$ cat config.mk
export PLATFORM = sky130hd
export DESIGN_NAME = stackcalc_engine_flat
export DESIGN_NICKNAME = d
export VERILOG_FILES = /design/src/rtl/stackcalc_if.sv /design/src/rtl/stackcalc_engine.sv /design/src/flat_wrapper.sv
export SDC_FILE = /design/constraint.sdc
export NUM_CORES = 1
export LEC_CHECK = 0
export CAP_MARGIN = 40
export CORE_AREA = 5 5 74 143
export CTS_BUF_LIST = sky130_fd_sc_hd__clkbuf_16
export DETAILED_ROUTE_END_ITERATION = 12
export DIE_AREA = 0 0 79 148
export DONT_BUFFER_PORTS = 1
export GPL_TIMING_DRIVEN = 0
export PLACE_DENSITY = 0.57
export RECOVER_POWER = 25
export SLEW_MARGIN = 20
export SYNTH_ARGS = -nofsm -noshare
export SYNTH_HDL_FRONTEND = slang
export SYNTH_SLANG_ARGS = --single-unit
$ cat constraint.sdc
create_clock -name clk -period 10.85 [get_ports clk]
set_input_delay 2.17 -clock clk [delete_from_list [all_inputs] [get_ports clk]]
set_output_delay 2.17 -clock clk [all_outputs]
set_load 0.01 [all_outputs]
$ cat src/rtl/stackcalc_if.sv
// stackcalc_if: operand/opcode stream and stack status bundle for stackcalc_engine
interface stackcalc_if #(parameter int WIDTH = 4, parameter int DEPTH = 8);
  logic in_valid;
  logic [WIDTH-1:0] in_data;
  logic [WIDTH-1:0] top;
  logic [$clog2(DEPTH):0] depth;
  logic arg_pend;
  logic ovf;
  logic unf;
  logic ill;
  modport master (output in_valid, in_data, input top, depth, arg_pend, ovf, unf, ill);
  modport slave (input in_valid, in_data, output top, depth, arg_pend, ovf, unf, ill);
endinterface

$ cat src/rtl/stackcalc_engine.sv
// stackcalc_engine: LIFO stack calculator with sticky ovf/unf/ill flags
// Optional MUL opcode 0x8 enabled by defining STACKCALC_MUL_EN.
module stackcalc_engine #(parameter int WIDTH = 4, parameter int DEPTH = 8) (
  input logic clk,
  input logic rst,
  stackcalc_if.slave bus
);
  localparam int AW = $clog2(DEPTH);
  typedef enum logic {OP, ARG} state_t;
  state_t state;
  logic [WIDTH-1:0] mem [DEPTH];
  logic [AW:0] dep, nxt_dep;
  logic [WIDTH-1:0] top_r, nxt_top, t, s, res, d0, d1;
  logic [AW-1:0] ti, si, fi, a0, a1;
  logic [3:0] op;
  logic we0, we1, set_ovf, set_unf, set_ill, clr, has1, has2, full, is_bin;
  logic ovf_r, unf_r, ill_r;
  assign op = bus.in_data[3:0];
  assign fi = dep[AW-1:0];
  assign ti = fi - AW'(1);
  assign si = fi - AW'(2);
  assign t = mem[ti];
  assign s = mem[si];
  assign has1 = dep != '0;
  assign has2 = dep >= (AW+1)'(2);
  assign full = dep == (AW+1)'(DEPTH);
`ifdef STACKCALC_MUL_EN
  assign is_bin = op inside {4'h3, 4'h4, 4'h8};
  assign res = op == 4'h3 ? s + t : op == 4'h4 ? s - t : s * t;
`else
  assign is_bin = op inside {4'h3, 4'h4};
  assign res = op == 4'h3 ? s + t : s - t;
`endif
  always_comb begin
    nxt_dep = dep;
    nxt_top = top_r;
    we0 = 1'b0;
    we1 = 1'b0;
    a0 = fi;
    a1 = si;
    d0 = t;
    d1 = t;
    set_ovf = 1'b0;
    set_unf = 1'b0;
    set_ill = 1'b0;
    clr = 1'b0;
    if (bus.in_valid && state == ARG) begin
      if (full) set_ovf = 1'b1;
      else begin
        we0 = 1'b1;
        d0 = bus.in_data;
        nxt_dep = dep + 1'b1;
        nxt_top = bus.in_data;
      end
    end else if (bus.in_valid) begin
      case (op)
        4'h0, 4'h1: ;
        4'h2: if (!has1) set_unf = 1'b1;
        else begin
          nxt_dep = dep - 1'b1;
          nxt_top = has2 ? s : '0;
        end
        4'h5: if (!has1) set_unf = 1'b1;
        else if (full) set_ovf = 1'b1;
        else begin
          we0 = 1'b1;
          nxt_dep = dep + 1'b1;
        end
        4'h6: if (!has2) set_unf = 1'b1;
        else begin
          we0 = 1'b1;
          a0 = ti;
          d0 = s;
          we1 = 1'b1;
          nxt_top = s;
        end
        4'h7: begin
          clr = 1'b1;
          nxt_dep = '0;
          nxt_top = '0;
        end
        default: if (!is_bin) set_ill = 1'b1;
        else if (!has2) set_unf = 1'b1;
        else begin
          we0 = 1'b1;
          a0 = si;
          d0 = res;
          nxt_dep = dep - 1'b1;
          nxt_top = res;
        end
      endcase
    end
  end
  always_ff @(posedge clk or posedge rst) begin
    if (rst) begin
      state <= OP;
      dep <= '0;
      top_r <= '0;
      ovf_r <= 1'b0;
      unf_r <= 1'b0;
      ill_r <= 1'b0;
      for (int i = 0; i < DEPTH; i++) mem[i] <= '0;
    end else if (bus.in_valid) begin
      state <= (state == OP && op == 4'h1) ? ARG : OP;
      dep <= nxt_dep;
      top_r <= nxt_top;
      if (we0) mem[a0] <= d0;
      if (we1) mem[a1] <= d1;
      ovf_r <= !clr && (ovf_r || set_ovf);
      unf_r <= !clr && (unf_r || set_unf);
      ill_r <= !clr && (ill_r || set_ill);
    end
  end
  assign bus.top = top_r;
  assign bus.depth = dep;
  assign bus.arg_pend = state == ARG;
  assign bus.ovf = ovf_r;
  assign bus.unf = unf_r;
  assign bus.ill = ill_r;
endmodule

$ cat src/flat_wrapper.sv
// flat-port wrapper written by rule: the top's interface ports become plain ports
module stackcalc_engine_flat 
#(parameter int WIDTH = 4, parameter int DEPTH = 8)
  (clk, rst, bus_in_valid, bus_in_data, bus_top, bus_depth, bus_arg_pend, bus_ovf, bus_unf, bus_ill);
  stackcalc_if #(.WIDTH(WIDTH), .DEPTH(DEPTH)) bus_i ();
  input logic clk;
  input logic rst;
  input wire logic [$bits(bus_i.in_valid)-1:0] bus_in_valid;
  input wire logic [$bits(bus_i.in_data)-1:0] bus_in_data;
  output wire logic [$bits(bus_i.top)-1:0] bus_top;
  output wire logic [$bits(bus_i.depth)-1:0] bus_depth;
  output wire logic [$bits(bus_i.arg_pend)-1:0] bus_arg_pend;
  output wire logic [$bits(bus_i.ovf)-1:0] bus_ovf;
  output wire logic [$bits(bus_i.unf)-1:0] bus_unf;
  output wire logic [$bits(bus_i.ill)-1:0] bus_ill;
  assign bus_i.in_valid = bus_in_valid;
  assign bus_i.in_data = bus_in_data;
  assign bus_top = bus_i.top;
  assign bus_depth = bus_i.depth;
  assign bus_arg_pend = bus_i.arg_pend;
  assign bus_ovf = bus_i.ovf;
  assign bus_unf = bus_i.unf;
  assign bus_ill = bus_i.ill;
  stackcalc_engine #(.WIDTH(WIDTH), .DEPTH(DEPTH)) u_core (.clk(clk), .rst(rst), .bus(bus_i));
endmodule
# Yosys cells after proc, flatten, opt, wreduce, memory -nomap -nowiden
# Cells that the tools add are included.
word_totals:
  reg_bits: 44
  latchBits: 0
  ramBits: 0
  romBits: 0
  input_bits: 7
  memories: 0
classes:
  n_addsub: 6
  multipliers: 0
  div: 0
  n_lt_le_gt_ge: 6
  eq_ne: 14
  shift: 0
  n_mux: 73
  bitwise_logic: 4
  n_reduce_logical: 27
op_table:
  columns: ["cell", "n"]
  rows:
  - ["$mux W4", 26]
  - ["$mux W32", 3]
  - ["$bwmux W32", 2]
  - ["$pmux W4 S4", 2]
  - ["$mux W1", 27]
  - ["$bmux W4 S3", 2]
  - ["$demux W4 S3", 2]
  - ["$eq A4 B3 Y1 const B", 4]
  - ["$mux W3", 5]
  - ["$reduce_bool A5 Y1", 3]
  - ["$ge A4 B4 Y1 const B", 3]
  - ["$not A3 Y4", 3]
  - ["$ne A3 B1 Y1 const B", 3]
  - ["$reduce_or A3 Y1", 3]
  - ["$eq A4 B2 Y1 const B", 2]
  - ["$lt A4 B1 Y1 const B", 2]
  - ["$pmux W4 S2", 1]
  - ["$reduce_bool A4 Y1", 2]
  - ["$logic_and A1 B1 Y1", 7]
  - ["$reduce_and A7 Y1", 1]
  - ["$pmux W1 S3", 2]
  - ["$pmux W3 S2", 1]
  - ["$reduce_and A6 Y1", 1]
  - ["$reduce_or A6 Y1", 1]
  - ["other kinds (19)", 22]

# Depth between registers and ports, before layout
# Gate-level depths: netlist of run 1.
logic_depth:
  word_depth: 17
  mapped_depth: 19
  mapped_depth_nobuf: 16

# Worst setup path before layout of run 1
# Ideal clock, no wire load.
synth_path:
  path_type: "flip-flop to flip-flop"
  startpoint: "register u_core.dep[1], in the netlist u_core.bus.depth[1]"
  endpoint: "register u_core.mem[27] (netlist bit)"
  arrival_time_ps: 4331
  t_required_ps: 10714
  path_slack_ps: 6382
  path_stages_with_launch: 19
  path_buffers: 2
  period_less_slack_ps: 4468
  cell_sequence: "dfrtp_1 > buf_6 > inv_1 > ha_1 > xor2_2 > mux4_2 > mux2i_1 > clkbuf_1 > ha_1 > nor2_1 > a21oi_1 > ha_1 > a21o_1 > a21oi_1 > xor2_1 > xnor2_1 > xnor2_1 > a21oi_2 > mux2i_1"
synth_via:
  elab_chain_len: 17
  elab_cells_between_ends: 55
  cone_classes: "add/sub (4); order compare (5); eq/ne (1); mux (39); bitwise (3); reduce/logical (3)"
synth_lines:
  columns: ["item", "line_no", "rtl"]
  rows:
  - ["from (decl)", "stackcalc_engine.sv:12", "logic [AW:0] dep, nxt_dep;"]
  - ["from (signal assigned)", "stackcalc_engine.sv:105", "dep <= nxt_dep;"]
  - ["$sub A3 B2 Y3 / $sub A3 B1 Y3 (equally long branches)", "stackcalc_engine.sv:21, stackcalc_engine.sv:20", null]
  - ["$not A3 Y4, on equally long branches", "stackcalc_engine.sv:23, stackcalc_engine.sv:108, stackcalc_engine.sv:22", null]
  - ["$bmux W4 S3, on equally long branches", "stackcalc_engine.sv:23, stackcalc_engine.sv:22", null]
  - ["$mux W4, on equally long branches (2 in a row)", "stackcalc_engine.sv:23, stackcalc_engine.sv:22", null]
  - ["$sub A4 B4 Y4 / $add A4 B4 Y4 (equally long branches)", "stackcalc_engine.sv:32", "assign res = op == 4'h3 ? s + t : s - t;"]
  - ["$mux W4", "stackcalc_engine.sv:32", null]
  - ["$mux W4", "stackcalc_engine.sv:83", "else if (!has2) set_unf = 1'b1;"]
  - ["$mux W4", "stackcalc_engine.sv:82", "default: if (!is_bin) set_ill = 1'b1;"]
  - ["$pmux W4 S2", "stackcalc_engine.sv:56", "case (op)"]
  - ["$mux W4", "stackcalc_engine.sv:55", "end else if (bus.in_valid) begin"]
  - ["$mux W4", "stackcalc_engine.sv:47", "if (bus.in_valid && state == ARG) begin"]
  - ["$bwmux W32", "stackcalc_engine.sv:107", "if (we0) mem[a0] <= d0;"]
  - ["$mux W32", "stackcalc_engine.sv:107", null]
  - ["$mux W32", "stackcalc_engine.sv:103", "end else if (bus.in_valid) begin"]
  - ["$bwmux W32", "stackcalc_engine.sv:108", "if (we1) mem[a1] <= d1;"]
  - ["$mux W32 (*)", "stackcalc_engine.sv:108", null]
  - ["to (signal, indexed assignment)", "stackcalc_engine.sv:107", null]
  - ["to (signal, indexed assignment)", "stackcalc_engine.sv:108", null]
  - ["to (decl)", "stackcalc_engine.sv:11", "logic [WIDTH-1:0] mem [DEPTH];"]
# Every way passes the cells marked *; elsewhere a longest branch is shown, timed or not. The select of a mux whose other input is x is not followed.
# A chain may end at the register's enable or synchronous reset.

# Final worst setup path of run 1
layout_path:
  startpoint: "register u_core.dep[1], in the netlist u_core.bus.depth[1]"
  endpoint: "register u_core.mem[23] (netlist bit)"
# Same word-level chain as after synthesis.

==> results of run 1 <==
[synthesized netlist by cell type (7+ instances only)]
cell | number | area (um^2)
buf_2 | 7 | 35.0
o22ai_1 | 15 | 93.8
nand2_1 | 21 | 78.8
mux2i_1 | 17 | 170
nor2_1 | 40 | 150
a21o_1 | 13 | 97.6
a221o_1 | 8 | 80.1
ha_1 | 13 | 163
clkbuf_1 | 13 | 48.8
o21ai_0 | 12 | 60.1
mux4_2 | 16 | 360
nand2b_1 | 9 | 56.3
inv_1 | 20 | 75.1
and3_1 | 7 | 43.8
dfrtp_1 | 44 | 1100
a21oi_1 | 12 | 60.1
[worst register-to-register path: cells and delay by family, from the launching register on]
family,cells,cell delay [ns]
buffers and inverters,3,0.89
xor gates and xnor gates,4,1.00
adders and majority gates,3,1.03
DFF,1,0.50
AOI/OAI and AO/OA,4,0.92
muxes,3,1.03
and+or+nand+nor,1,0.10
[cell families after synthesis]
family	count (synthesis)	synth area share
simple gates	115	0.175
compound gates	108	0.223
buf+inv	44	0.0560
flops	44	0.314
mux	35	0.158
fa+ha+maj	14	0.0521
xor+xnor	8	0.0221
[how the worst min path moves through the flow]
stage / end / slack [ns] / from / depth (start not counted)
after detailed placement: u_core.mem[8] / 0.49 / u_core.mem[8] / 1
after global placement: u_core.mem[5] / 0.48 / u_core.mem[5] / 1
after global routing: u_core.mem[8] / 0.53 / u_core.mem[8] / 1
final: u_core.mem[8] / 0.50 / u_core.mem[8] / 1
after CTS: u_core.mem[8] / 0.50 / u_core.mem[8] / 1
after floorplan: u_core.mem[25] / 0.46 / u_core.mem[25] / 1
[power groups by stage]
stage          sequential (mW)  clock, mW  combinational, mW
2_1_floorplan            0.244          0              0.490
3_3_place_gp             0.261          0              0.631
3_5_place_dp             0.263          0              0.642
4_1_cts                  0.260      0.184              0.645
5_1_grt                  0.265      0.192              0.700
6_report                 0.260      0.185              0.642
[placed cells by master, fill, tap and decap left out, types with 12 or more instances in the layout]
cell      count
o21ai_0      12
dfrtp_1      44
o22ai_1      15
nand2_1      21
a21o_1       13
clkbuf_1     14
mux4_2       16
inv_1        20
mux2i_1      17
ha_1         13
nor2_1       40
a21oi_1      12
[cell type report]
| class | count | share of cell area |
|---|---|---|
| multi-input cells | 280 | 0.579 |
| clock buffers | 5 | 0.0328 |
| clock inverters | 3 | 0.0121 |
| flip-flops and latches | 44 | 0.289 |
| well taps | 104 | 0.0341 |
| repair buffers | 1 | 0.000985 |
| inverters | 21 | 0.0207 |
| plain buffers | 23 | 0.0309 |
[routing by layer]
layer  global-route usage  up-vias
met5                    0        -
met4                0.156        0
met3               0.0177       44
met2                0.379      107
met1                0.192     1528
li1                     -     1411
[metrics by stage]
step	hold slack, ns	worst slack (ns)	instance area (um^2)	instances
final	0.505	5.25	3810	481
after global routing	0.525	4.87	3810	481
after CTS	0.504	5.23	3830	481
after detailed placement	0.488	5.26	3660	473
after global placement	0.481	5.28	3640	472
after floorplan	0.461	6.38	3510	368
[registers in the layout, indices dropped and copies added, names as in the netlist]
signal,count
u_core.bus.top,4
u_core.bus.depth,4
u_core.bus.ill,1
u_core.bus.ovf,1
u_core.mem,32
u_core.bus.unf,1
u_core.bus.arg_pend,1
==> flow_metrics.py, run 1 <==
metrics = {
    "outcome": {
        "outcome": "finished with violations",
        "violations": "capacitance limit, slew limit",
    },
    "clock_tree": {
        "cts_tree": "done",
        "clockBufferDepth": 2,
        "clk_pin_slew_worst_paths_ns": 0.07,
        "cts-resized-gates": 0,
        "cts-root-buf": "clkbuf_16",
        "insertion_delay_ns": 0.30,
        "postCtsSetupBuffers": 0,
        "cts_num_sinks": 44,
        "htreeDepth": 2,
        "hold_buffers": 0,
        "cts_buffers": 5,
    },
    "routing": {
        "dr.pass1.iters": 5,
        "final_antenna_net_count": 0,
        "highest_layer": "met4",
        "wl_met2_um": 6390,
        "routedLengthMet1_um": 3740,
        "viasPerCell": 6.42,
        "route.met3.wl_um": 331,
        "wl_per_cell_um": 23.4,
        "drtIter0Drc": 253,
        "drc": 0,
        "wl_um": 11300,
        "vias": 3090,
    },
    "setup_path": {
        "worst-path-buf-inv": 3,
        "rr_worst_depth": 18,
        "critPathTopFamily": "adder cells",
        "ff2ff_setup_slack_ns": 5.25,
        "cp_max_fo": 10,
        "arrival_ns": 5.76,
        "endpoint_kind": "register",
        "worst-setup-path-type": "register to register",
        "path_cells": "buf_6 -> inv_1 -> ha_1 -> xor2_2 -> mux4_2 -> mux2i_1 -> clkbuf_1 -> ha_1 -> nor2_1 -> a21oi_1 -> ha_1 -> a21o_1 -> a21oi_1 -> xor2_1 -> xnor2_1 -> xnor2_1 -> a21oi_2 -> mux2i_1",
        "required_ns": 11.01,
        "crit_path_start_kind": "register",
        "cpMostUsedCell": "ha_1",
        "cp-endpoint": "u_core.mem[23]",
        "slowest_delay_ns": 0.58,
        "cp.depth": 18,
        "crit_path_top_delay_cell": "mux4_2",
        "r2r_start": "u_core.bus.depth[1]",
        "crit_start": "u_core.bus.depth[1]",
        "rr_endpoint": "u_core.mem[23]",
    },
    "place": {
        "dp_hpwl_um": 8920,
        "gp_routability_congestion": 0.913,
        "port_buffers": 0,
    },
    "global_route": {
        "grt_max_degree": 33,
        "grt_pass1_wl_um": 17600,
        "globalRouteOverflowTotal": 0,
        "grt_usage": 0.201,
        "grt_pass1_vias": 3162,
        "antenna_found_initial": 0,
    },
    "timing": {
        "finalSetupTns_ns": 0,
        "fmax_mhz": 179,
        "period_share": 0.516,
        "finalHoldViolCount": 0,
        "worst-slew-pin-transition_ns": 1.88,
        "drv_slew": 33,
        "rsz0062_at_grt": "no",
        "skew_ns": 0.00335,
        "fin_crit_ns": 5.60,
        "slew_headroom": -0.254,
        "finalSetupViolations": 0,
    },
    "finish": {
        "seq_area_mm2": 0.00110,
        "drive_above_1_share": 0.138,
        "final_nets": 397,
        "fin_util": 0.409,
        "fillers": 939,
        "area_growth_pct": 8.71,
        "multi_input_area_mm2": 0.00221,
        "insertedDiodeCount": 0,
    },
    "synth": {
        "ys_warn_count": 0,
        "synth.yosys.seq_area_share": 0.314,
        "synth.distinct_cells": 60,
        "post_synth.cell_area_avg_um2": 9.53,
        "synth-edff-count": 0,
        "synthCells": 368,
        "syn_nets": 389,
        "async_flop_share": 1.00,
        "netlist_area_mm2": 0.00351,
        "ys_seq_elements": 44,
        "ys.flop_type": "dfrtp_1",
    },
    "min_path": {
        "hp-class": "register to register",
    },
    "power_and_ir_drop": {
        "combPwrFrac": 0.591,
        "power_mw": 1.09,
        "p_seq_frac": 0.239,
        "p_int_uw": 583,
        "clkPwrFrac": 0.170,
        "vdd.ir_drop.worst_uv": 99.1,
        "swShare": 0.463,
        "p_leak_nw": 1.71,
        "p_switching_uw": 504,
        "pwr_density_cell_mw_per_mm2": 285,
    },
    "floorplan": {
        "coreArea_mm2": 0.00932,
        "fp.dieH_um": 148,
        "dieArea_mm2": 0.0117,
        "start_util": 0.376,
        "die_w_um": 79,
        "core.rowCount": 50,
        "num_io_pins": 19,
    },
    "run": {
        "maxCapViolCount": 1,
    },
}
Power figures use the tool's default switching activity.
==> run 2, diff against run 1 <==
PLACE_DENSITY = 0.59   (was 0.57)
clock period = 4.8 ns   (was 10.85 ns; I/O delays follow)
==> run 2 against run 1 <==
Net effect: the flow still finishes with violations (capacitance limit, slew limit); critical path depth is 1 higher; fmax is 21% higher; cell area is 4.0% higher; clock power is 120% higher; total power is 140% higher; worst hold slack better by 0.013 ns; utilization is 1.7 points higher; routed wire length is 0.92% higher; global-route usage hardly changed.
==> flow_metrics.py, run 2 (synthesized netlist as in run 1, its figures left out) <==
metrics = {
    "clock_tree": {
        "insertion_delay_ns": 0.30,
        "hold_buffers": 0,
        "cts_num_sinks": 44,
        "htreeDepth": 2,
        "cts_buffers": 5,
        "cts-root-buf": "clkbuf_16",
        "clk_pin_slew_worst_paths_ns": 0.07,
        "clockBufferDepth": 2,
        "cts_tree": "done",
    },
    "finish": {
        "largest_reg_flops": 32,
        "fin_util": 0.425,
        "mostFrequentLayoutCell": "dfrtp_1",
        "final_nets": 405,
        "max_flop_register": "u_core.mem",
        "drive_above_1_share": 0.184,
        "final_cell_mix": "dfrtp_1, nor2_1, nand2_1, inv_1, mux4_2",
        "final_area_mm2": 0.00397,
        "area_growth_pct": 13.1,
        "insertedDiodeCount": 0,
    },
    "setup_path": {
        "required_ns": 4.97,
        "critPathTopFamily": "buffers and inverters",
        "cp_max_fo": 10,
        "slowest_delay_ns": 0.49,
        "endpoint_kind": "register",
        "crit_path_start_kind": "register",
        "cpMostUsedCell": "ha_1",
        "rr_worst_depth": 19,
        "crit_path_top_delay_cell": "mux4_2",
        "arrival_ns": 4.79,
        "worst-path-buf-inv": 5,
        "cp.depth": 19,
        "path_cells": "buf_6 -> clkinvlp_4 -> ha_1 -> buf_4 -> clkinvlp_4 -> mux4_2 -> mux2i_4 -> clkbuf_8 -> ha_1 -> nor2_1 -> a21oi_1 -> ha_1 -> a21o_1 -> a21oi_2 -> xor2_1 -> xnor2_1 -> xnor2_1 -> a21oi_4 -> mux2i_1",
        "worst-setup-path-type": "register to register",
    },
    "timing": {
        "finalSetupViolations": 0,
        "slew_headroom": -0.243,
        "worst-slew-pin-transition_ns": 1.86,
        "finalSetupTns_ns": 0,
        "fin_crit_ns": 4.63,
        "drv_slew": 34,
        "finalHoldViolCount": 0,
        "period_share": 0.964,
        "fmax_mhz": 216,
        "skew_ns": 0.00512,
    },
    "power_and_ir_drop": {
        "pwr_density_cell_mw_per_mm2": 667,
        "p_leak_nw": 1.75,
        "power_mw": 2.64,
        "vdd.ir_drop.worst_uv": 272,
    },
    "global_route": {
        "globalRouteOverflowTotal": 0,
        "grt_pass1_wl_um": 17700,
        "grt_max_degree": 34,
        "grt_usage": 0.201,
        "grt_pass1_vias": 3257,
        "antenna_found_initial": 0,
    },
    "floorplan": {
        "dieArea_mm2": 0.0117,
        "fp.dieH_um": 148,
        "num_io_pins": 19,
        "die_w_um": 79,
        "coreArea_mm2": 0.00932,
        "start_util": 0.376,
        "core.rowCount": 50,
    },
    "min_path": {
        "hp-class": "register to register",
        "holdPathStages": 1,
    },
    "place": {
        "place_area_mm2": 0.00366,
        "gp_routability_congestion": 0.930,
        "dp_hpwl_um": 8930,
        "port_buffers": 0,
    },
    "routing": {
        "final_antenna_net_count": 0,
        "drc": 0,
        "wl_um": 11400,
        "drtIter0Drc": 224,
        "vias": 3178,
        "dr.pass1.iters": 5,
        "wl_per_cell_um": 23.3,
        "viasPerCell": 6.50,
    },
    "outcome": {
        "violations": "capacitance limit, slew limit",
        "outcome": "finished with violations",
    },
    "run": {
        "maxCapViolCount": 1,
    },
}
[run 2: changes by cell type in the layout (fill, tap and decap cells not counted), sizes merged]
| cell | change |
|---|---|
| inv | -3 |
| clkinvlp | +1 |
| clkbuf | -2 |
| clkinv | +2 |
| buf | +10 |
[run 2: worst register-to-register path: cells and delay by family (launching register included)]
kind	cells	cell delay [ns]
and+or+nand+nor	1	0.11
AOI/OAI and AO/OA	4	0.78
adders and majority gates	3	0.85
muxes	3	0.82
DFF	1	0.47
buffers and inverters	5	0.95
xor gates and xnor gates	3	0.52
[run 2: power by group]
part           internal, mW  switching [mW]
logic                 0.701           0.934
clock network         0.248           0.162
registers             0.475           0.123
total                  1.42            1.22
[run 2: path summary, 6_finish.rpt]
path                                startpoint        endpoint  slack, ns
max                        u_core.bus.depth[1]  u_core.mem[23]       0.17
min                              u_core.mem[1]   u_core.mem[1]       0.52
max reg2reg                u_core.bus.depth[1]  u_core.mem[23]       0.17
min reg2reg                      u_core.mem[1]   u_core.mem[1]       0.52
max in group asynchronous                  rst  u_core.mem[17]       2.17
min in group asynchronous                  rst   u_core.mem[3]       0.55
[run 2: final cells by class]
class / count / area, um^2
Fill cell: 907 / 5360
Multi-Input combinational cell: 280 / 2270
Inverter: 21 / 88.8
Clock inverter: 3 / 47.5
Tap cell: 104 / 130
Clock buffer: 5 / 125
Buffer: 22 / 128
Timing Repair Buffer: 10 / 71.3
Sequential cell: 44 / 1100
[run 2: repair_timing]
action	4_1_cts	5_1_grt
pin swaps	2	1
cloned	0	0
endpoints found under the setup margin	26	23
gates resized for setup	15	5
buffers inserted	1	8
[run 2: stage by stage]
| step | worst slack (ns) | hold slack, ns | cells |
|---|---|---|---|
| 2_1_floorplan | 0.332 | 0.461 | 368 |
| 3_3_place_gp | -0.740 | 0.488 | 472 |
| 3_5_place_dp | -0.795 | 0.501 | 473 |
| 4_1_cts | 0.00431 | 0.489 | 482 |
| 5_1_grt | -0.0571 | 0.536 | 489 |
| 6_report | 0.174 | 0.518 | 489 |
[run 2: metal layers]
layer,vias up,part of all wire,track usage
li1,1415,-,-
met1,1545,0.32,0.177
met2,154,0.54,0.373
met3,64,0.041,0.0311
met4,0,0.10,0.184
met5,-,0,0
==> run 3, diff against run 2 <==
CORE_AREA = 5 5 61 118   (was 5 5 74 143)
DIE_AREA = 0 0 66 123   (was 0 0 79 148)
PLACE_DENSITY = 0.8   (was 0.59)
RECOVER_POWER = 50   (was 25)
==> run 3 against run 2 <==
Net effect: the flow still finishes with violations (capacitance limit, slew limit); fmax is 0.76% higher; die area is 31% lower; largest cell class unchanged; flip-flop and latch count did not move; critical path depth unchanged; critical endpoint is now u_core.bus.top[3]; register-to-register slack improved by 0.03 ns; cell count fell by 4.7%; count of clock-buffer cells in the layout is the same; global-route usage rose by 6.1 points; worst hold slack got worse by 0.0067 ns; combinational power is 2% lower; clock skew fell by 0.0026 ns; utilization grew 20 points.
==> flow_metrics.py, run 3 (synthesized netlist as in run 1, its figures left out) <==
metrics = {
    "setup_path": {
        "crit_path_top_delay_cell": "mux4_2",
        "rr_worst_depth": 19,
        "endpoint_kind": "register",
        "r2r_start": "u_core.bus.depth[1]",
        "required_ns": 4.98,
        "rr_endpoint": "u_core.bus.top[3]",
        "cp.depth": 19,
        "critPathTopFamily": "buffers and inverters",
        "worst-setup-path-type": "register to register",
        "path_cells": "buf_6 -> clkinvlp_4 -> ha_1 -> buf_2 -> inv_2 -> mux4_2 -> mux2i_4 -> buf_4 -> ha_1 -> nor2_1 -> a21oi_1 -> ha_1 -> a21o_1 -> a21oi_1 -> xor2_1 -> xnor2_1 -> xnor2_1 -> buf_4 -> a221o_1",
        "worst-path-buf-inv": 6,
        "arrival_ns": 4.77,
        "ff2ff_setup_slack_ns": 0.21,
        "crit_start": "u_core.bus.depth[1]",
        "cp_max_fo": 10,
        "cpMostUsedCell": "ha_1",
        "cp-endpoint": "u_core.bus.top[3]",
        "crit_path_start_kind": "register",
        "slowest_delay_ns": 0.54,
    },
    "timing": {
        "worst-slew-pin-transition_ns": 1.53,
        "fin_crit_ns": 4.59,
        "skew_ns": 0.00248,
        "finalHoldViolCount": 0,
        "period_share": 0.957,
        "rsz0062_at_grt": "no",
        "finalSetupViolations": 0,
        "fmax_mhz": 218,
        "whs_ns": 0.511,
        "slew_headroom": -0.0231,
        "drv_slew": 28,
    },
    "routing": {
        "final_antenna_net_count": 0,
        "dr.pass1.iters": 5,
        "drtIter0Drc": 360,
        "drc": 0,
        "viasPerCell": 6.77,
        "wl_per_cell_um": 21.6,
        "vias": 3155,
        "wl_um": 10000,
    },
    "finish": {
        "insertedDiodeCount": 0,
        "fillers": 504,
        "final_cell_mix": "dfrtp_1, nor2_1, nand2_1, inv_1, mux4_2",
        "final_area_mm2": 0.00389,
        "final_nets": 400,
        "fin_util": 0.626,
        "area_growth_pct": 10.8,
        "max_flop_register": "u_core.mem",
        "mostFrequentLayoutCell": "dfrtp_1",
        "drive_above_1_share": 0.168,
        "largest_reg_flops": 32,
    },
    "min_path": {
        "holdPathStages": 1,
        "hp-class": "register to register",
    },
    "floorplan": {
        "num_io_pins": 19,
        "fp.dieH_um": 123,
        "start_util": 0.565,
        "die_w_um": 66,
        "dieArea_mm2": 0.00812,
        "coreArea_mm2": 0.00621,
        "core.rowCount": 41,
    },
    "global_route": {
        "grt_usage": 0.262,
        "globalRouteOverflowTotal": 0,
        "grt_pass1_vias": 3125,
        "grt_max_degree": 28,
        "antenna_found_initial": 0,
        "grt_pass1_wl_um": 16100,
    },
    "clock_tree": {
        "htreeDepth": 2,
        "cts_buffers": 5,
        "cts_tree": "done",
        "cts-root-buf": "clkbuf_16",
        "clockBufferDepth": 2,
        "insertion_delay_ns": 0.29,
        "clk_pin_slew_worst_paths_ns": 0.06,
        "cts_num_sinks": 44,
    },
    "place": {
        "gp_routability_congestion": 1.03,
        "dp_hpwl_um": 7600,
        "port_buffers": 0,
        "place_area_mm2": 0.00363,
    },
    "run": {
        "maxCapViolCount": 1,
    },
    "power_and_ir_drop": {
        "pwr_density_cell_mw_per_mm2": 662,
        "p_leak_nw": 1.73,
        "power_mw": 2.57,
        "vdd.ir_drop.worst_uv": 938,
    },
    "outcome": {
        "outcome": "finished with violations",
        "violations": "capacitance limit, slew limit",
    },
}
-- run 3: area by class of cell --
type	count	area (um^2)	share of cell area
plain buffers	22	121	0.0312
clock buffers	5	125	0.0322
flip-flops and latches	44	1100	0.284
multi-input cells	280	2270	0.584
well taps	86	108	0.0277
inverters	21	85.1	0.0219
repair buffers	5	33.8	0.00869
clock inverters	3	42.5	0.0109
-- run 3: worst min-delay path by stage --
stage                                 to  slack (ns)           start
final                      u_core.mem[8]        0.51   u_core.mem[8]
after global routing       u_core.mem[8]        0.52   u_core.mem[8]
after CTS                  u_core.mem[8]        0.50   u_core.mem[8]
after detailed placement   u_core.mem[8]        0.49   u_core.mem[8]
after global placement     u_core.mem[9]        0.48   u_core.mem[9]
after floorplan           u_core.mem[25]        0.46  u_core.mem[25]
-- run 3: timing repair --
action                     in CTS  in global routing
pin swaps                       3                  1
setup endpoints to repair      25                 23
setup buffers                   1                  3
hold buffers                    0                  0
gates resized for setup        12                  8
hold endpoints to repair        0                  0
-- run 3: report_power, final --
part	switching, mW	internal [mW]
Sequential	0.114	0.475
Clock	0.150	0.245
Combinational	0.888	0.701
-- run 3: per-stage QoR --
stage               setup TNS, ns  worst slack, ns  cells
floorplan                       0            0.332    368
global placement           -10.82           -0.581    454
detailed placement         -13.22           -0.631    455
CTS                             0           0.0418    464
global route                    0          0.00771    466
finish                          0            0.209    466
-- run 3: layer usage --
metal	GRT usage	vias to the layer above	part of all wire
li1	-	1415	-
met1	0.323	1549	0.39
met2	0.433	154	0.49
met3	0.0491	37	0.061
met4	0.132	0	0.052
met5	0	-	0
